File: config.mk
export PLATFORM = sky130hd
export DESIGN_NAME = prng_tap_collector
export DESIGN_NICKNAME = d
export VERILOG_FILES = /design/src/rtl/prng_tap_collector.sv
export SDC_FILE = /design/constraint.sdc
export NUM_CORES = 1
export LEC_CHECK = 0
export CAP_MARGIN = 20
export CORE_ASPECT_RATIO = 0.8
export CORE_MARGIN = 5
export CORE_UTILIZATION = 46
export DETAILED_ROUTE_END_ITERATION = 10
export GPL_TIMING_DRIVEN = 0
export PLACE_DENSITY = 0.77
export SLEW_MARGIN = 25
export SYNTH_ARGS = -nofsm -noshare
export SYNTH_HDL_FRONTEND = slang
export SYNTH_SLANG_ARGS = --single-unit
export TNS_END_PERCENT = 10
File: constraint.sdc
create_clock -name clk -period 3.8 [get_ports clk]
set_input_delay 0.76 -clock clk [delete_from_list [all_inputs] [get_ports clk]]
set_output_delay 0.76 -clock clk [all_outputs]
set_load 0.005 [all_outputs]
File: src/rtl/prng_tap_collector.sv
// Collects distinct non-zero tap positions from the PRNG byte stream into an
// ascending set and offers it downstream over a valid/ready handshake.
module prng_tap_collector #(
    parameter int unsigned COUNT     = 4,
    parameter int unsigned COEF_BITS = 5,
    parameter int unsigned W_IN      = 8
) (
    input  logic                          clk,
    input  logic                          res,
    input  logic [W_IN-1:0]               din,
    input  logic                          din_done,
    output logic [COUNT*COEF_BITS-1:0]    coef_flat,
    output logic                          set_valid,
    input  logic                          set_ready,
    output logic [$clog2(COUNT+1)-1:0]    fill_level,
    output logic [7:0]                    dup_cnt
);

    localparam int unsigned FW = $clog2(COUNT + 1);

    typedef enum logic {
        S_FILL = 1'b0,
        S_FULL = 1'b1
    } state_t;

    state_t               state_q, state_d;
    logic [COEF_BITS-1:0] slot_q [COUNT];
    logic [COEF_BITS-1:0] slot_d [COUNT];
    logic [FW-1:0]        fill_q, fill_d;
    logic [7:0]           dup_q, dup_d;
    logic                 done_q;
    logic                 strobe;
    logic [COEF_BITS-1:0] v;
    logic                 hit;
    logic [FW-1:0]        pos;

    assign strobe = din_done & ~done_q;
    assign v      = din[COEF_BITS-1:0];

    generate
        if (W_IN > COEF_BITS) begin : g_din_hi
            logic din_unused;
            assign din_unused = ^din[W_IN-1:COEF_BITS];
        end
    endgenerate

    // Membership test and insert position use only the filled prefix of the slots
    always_comb begin
        hit = 1'b0;
        pos = '0;
        for (int i = 0; i < COUNT; i++) begin
            if (FW'(i) < fill_q) begin
                if (slot_q[i] == v) hit = 1'b1;
                if (slot_q[i] < v)  pos = pos + FW'(1);
            end
        end
    end

    // Next-state and next-data logic
    always_comb begin
        state_d = state_q;
        fill_d  = fill_q;
        dup_d   = dup_q;
        for (int i = 0; i < COUNT; i++) slot_d[i] = slot_q[i];

        case (state_q)
            S_FILL: begin
                if (strobe && (v != '0)) begin
                    if (hit) begin
                        if (dup_q != 8'hFF) dup_d = dup_q + 8'd1;
                    end else begin
                        // Slots at or above the insert point move up one index
                        for (int i = 0; i < COUNT; i++) begin
                            if (FW'(i) == pos) begin
                                slot_d[i] = v;
                            end else if (FW'(i) > pos) begin
                                slot_d[i] = slot_q[(i == 0) ? 0 : i - 1];
                            end
                        end
                        fill_d = fill_q + FW'(1);
                        if (fill_q == FW'(COUNT - 1)) state_d = S_FULL;
                    end
                end
            end
            S_FULL: begin
                if (set_ready) begin
                    for (int i = 0; i < COUNT; i++) slot_d[i] = '0;
                    fill_d  = '0;
                    state_d = S_FILL;
                end
            end
            default: state_d = S_FILL;
        endcase
    end

    always_ff @(posedge clk) begin
        if (res) begin
            state_q   <= S_FILL;
            fill_q    <= '0;
            dup_q     <= '0;
            done_q    <= 1'b0;
            set_valid <= 1'b0;
            for (int i = 0; i < COUNT; i++) slot_q[i] <= '0;
        end else begin
            state_q   <= state_d;
            fill_q    <= fill_d;
            dup_q     <= dup_d;
            done_q    <= din_done;
            set_valid <= (state_d == S_FULL);
            for (int i = 0; i < COUNT; i++) slot_q[i] <= slot_d[i];
        end
    end

    always_comb begin
        coef_flat = '0;
        for (int i = 0; i < COUNT; i++) coef_flat[i*COEF_BITS +: COEF_BITS] = slot_q[i];
    end

    assign fill_level = fill_q;
    assign dup_cnt    = dup_q;

endmodule
==> flow_summary.toml <==
[sta]
period_needed_ns = 3.89
timing.setup.tns_ns = -0.905
fin_crit_sh = 1.02
relSlewSlack = 0.552
fmax_ghz = 0.257
rsz0062_at_grt = "true"
setup_slack_ns = -0.0916
finalClockSkew_ns = 0.00822
finalMaxSlewViolations = 0
finalHoldViolCount = 0
setup_viol = 20
worstMarginPinSlew_ns = 0.672

[place]
dp_hpwl_um = 4170
place_area_um2 = 2640
dp_slack_ns = -1.09
gp_congestion = 0.940
port-buffer-count = 40

[synth]
synth_edf_count = 0
synth_area_um2 = 2110
ys_types = 45
ys.flop_type = "dfxtp_1"
yosysSeqAreaShare = 0.312
async_flop_share = 0
syn_nets = 261
synth_warnings = 0
syn_inst = 224
syn_avg_cell_area_um2 = 9.44
yosys_register_bits = 33

[cells_and_area]
n_fill_cell = 354
finish.instance_area_um2 = 3080
multi_input_area_um2 = 1620
n_antenna_cell = 0
syn_to_final_growth_pct = 45.4
post_route_cells_drive_above_1_share = 0.245
final_cell_mix = "clkdlybuf4s50_1, dfxtp_1, nor2_1"
nNetsFinal = 322
ff_latch_area_um2 = 661
final_common_cell = "clkdlybuf4s50_1"

[worst_setup_path]
startpoint_type = "input port"
critPathRequiredTime_ns = 3.98
ff2ff_path_depth = 20
arrival_ns = 4.07
cp_slowest_cell = "ha_1"
crit_chain = "buf_12, inv_8, ha_4, nor2b_4, o21a_1, o21ai_1, nand2b_1, a21oi_2, ha_1, nand2_2, o31ai_4, ha_1, nand4_1, nand3_1, ha_2, nor3b_4, buf_6, xnor2_4, nor3_4, buf_6, mux2i_2, o2bb2ai_1"
cp_slowest_stage_delay_ns = 0.30
path_max_fanout = 5
endpoint_kind = "flip-flop"
criticalPathCategory = "in2reg"

[power]
pwr_density_cell_nw_per_um2 = 318
power.total_mw = 0.978
p_leak_nw = 1.25
peakVddDrop_uv = 233

[floorplanning]
die_area_um2 = 6060
rows = 22
start_util = 0.468
ioPinCount = 44
dieWidth_um = 85.8
coreArea_um2 = 4510
die_y_um = 70.6

[detailed_routing]
dr.pass1.iters = 4
drc = 0
wl_um = 6010
final_antenna_net_count = 0
vias = 1943
routedWlPerCell_um = 17.4
drtIter0Drc = 230
vias_per_cell = 5.62

[grt]
grt_pass1_vias = 1913
grt_max_degree = 12
overflow = 0
antenna_found_initial = 0
grt_pass1_wl_um = 9560
track_usage = 0.201

[status]
status = "complete, but fails checks"
violations = "setup timing"

[worst_hold_path]
min_path_type = "reg2reg"
min_path_cells = 1

[clock_network]
cts_buffers = 5
htree_levels = 2
clk_latency_ns = 0.29
ctsHoldBuffers = 0
clk_pin_slew_ns = 0.07
clock_sinks = 33
cts_tree = "yes"
cts.path.max_buffers = 2
cts_root_buf = "clkbuf_8"

[run]
maxCapViolCount = 0
## critical path: cells and delay by family
| kind | cells | cell delay, ns |
|---|---|---|
| and+or+nand+nor | 7 | 0.82 |
| AOI/OAI and AO/OA | 5 | 0.63 |
| xor gates and xnor gates | 1 | 0.16 |
| muxes | 1 | 0.24 |
| adders and majority gates | 4 | 0.98 |
| buffers and inverters | 4 | 0.47 |
## registers in the layout, indices dropped and copies added, names as in the netlist
name	cells
fill_level	3
dup_cnt	8
state_q	1
done_q	1
slot_q	20
## cells by family (layout without fill, tap and decap cells)
kind of cell    count (synthesis)  in the layout  share of synthesized area
fa+ha+maj                      25             25                      0.148
buf+inv                        15             77                     0.0302
flops                          33             33                      0.312
compound gates                 46             46                      0.179
xor+xnor                       13             13                     0.0680
simple gates                   76             76                      0.187
mux                            16             16                     0.0757
## where the power goes
group | switching, mW | total [mW] | internal, mW | leakage, nW
Combinational | 0.117 | 0.246 | 0.129 | 0.920
Sequential | 0.0205 | 0.380 | 0.359 | 0.267
Clock | 0.138 | 0.352 | 0.213 | 0.0574
Total | 0.276 | 0.978 | 0.702 | 1.25
## worst paths after layout
path / startpoint / to / slack (ns)
setup / recovery: din[1] / slot_q[1][1]$_SDFFE_PP0P_ / -0.09
hold / removal: slot_q[3][0]$_SDFFE_PP0P_ / slot_q[3][0]$_SDFFE_PP0P_ / 0.49
setup reg to reg: slot_q[1][1]$_SDFFE_PP0P_ / slot_q[1][1]$_SDFFE_PP0P_ / 0.05
hold reg to reg: slot_q[3][0]$_SDFFE_PP0P_ / slot_q[3][0]$_SDFFE_PP0P_ / 0.49
## final cells by class
type                       instances  share of cell area
multi-input combinational        176               0.527
sequential                        33               0.215
timing repair buffer              54               0.171
clock buffer                       6              0.0269
tap                               60              0.0244
inverter                          13              0.0191
clock inverter                     2              0.0122
buffer                             2             0.00488
## routing by layer
metal  global-route usage  up-vias  routed length (um)
met2                0.306       70                2720
li1                     -      946                   -
met1                0.277      907                2750
met5                    0        -                   0
met3               0.0454       20                 388
met4               0.0738        0                 159
## synth_stat cells, types with 2 or more instances
library cell / count / area (um^2)
nand2b_1: 3 / 18.8
o2bb2ai_1: 16 / 140
a21oi_1: 9 / 45.0
dfxtp_1: 33 / 661
and3_1: 4 / 25.0
xnor2_1: 4 / 35.0
nor3_1: 4 / 20.0
inv_1: 13 / 48.8
o21ai_0: 2 / 10.0
nor2b_1: 3 / 18.8
a31oi_1: 2 / 12.5
nand3b_1: 3 / 22.5
xor2_1: 7 / 61.3
nand2_1: 14 / 52.6
a22o_1: 5 / 43.8
nor2_1: 23 / 86.3
nand4_1: 7 / 43.8
ha_1: 25 / 313
mux2i_1: 16 / 160
nand3_1: 6 / 30.0
## metrics by stage
step / instances / util / hold WS [ns]
global route: 346 / 0.681 / 0.513
CTS: 344 / 0.662 / 0.496
detailed placement: 324 / 0.584 / 0.480
floorplan: 224 / - / 0.477
global placement: 324 / 0.584 / 0.478
finish: 346 / 0.681 / 0.495
## repair_timing
item / in CTS / in global routing
gates resized for setup: 54 / 13
buffers inserted: 13 / 2
pin swaps: 18 / 10
endpoints found under the hold margin: 0 / 0
endpoints found under the setup margin: 20 / 20
No activity file was read; power rests on OpenSTA's default activity.
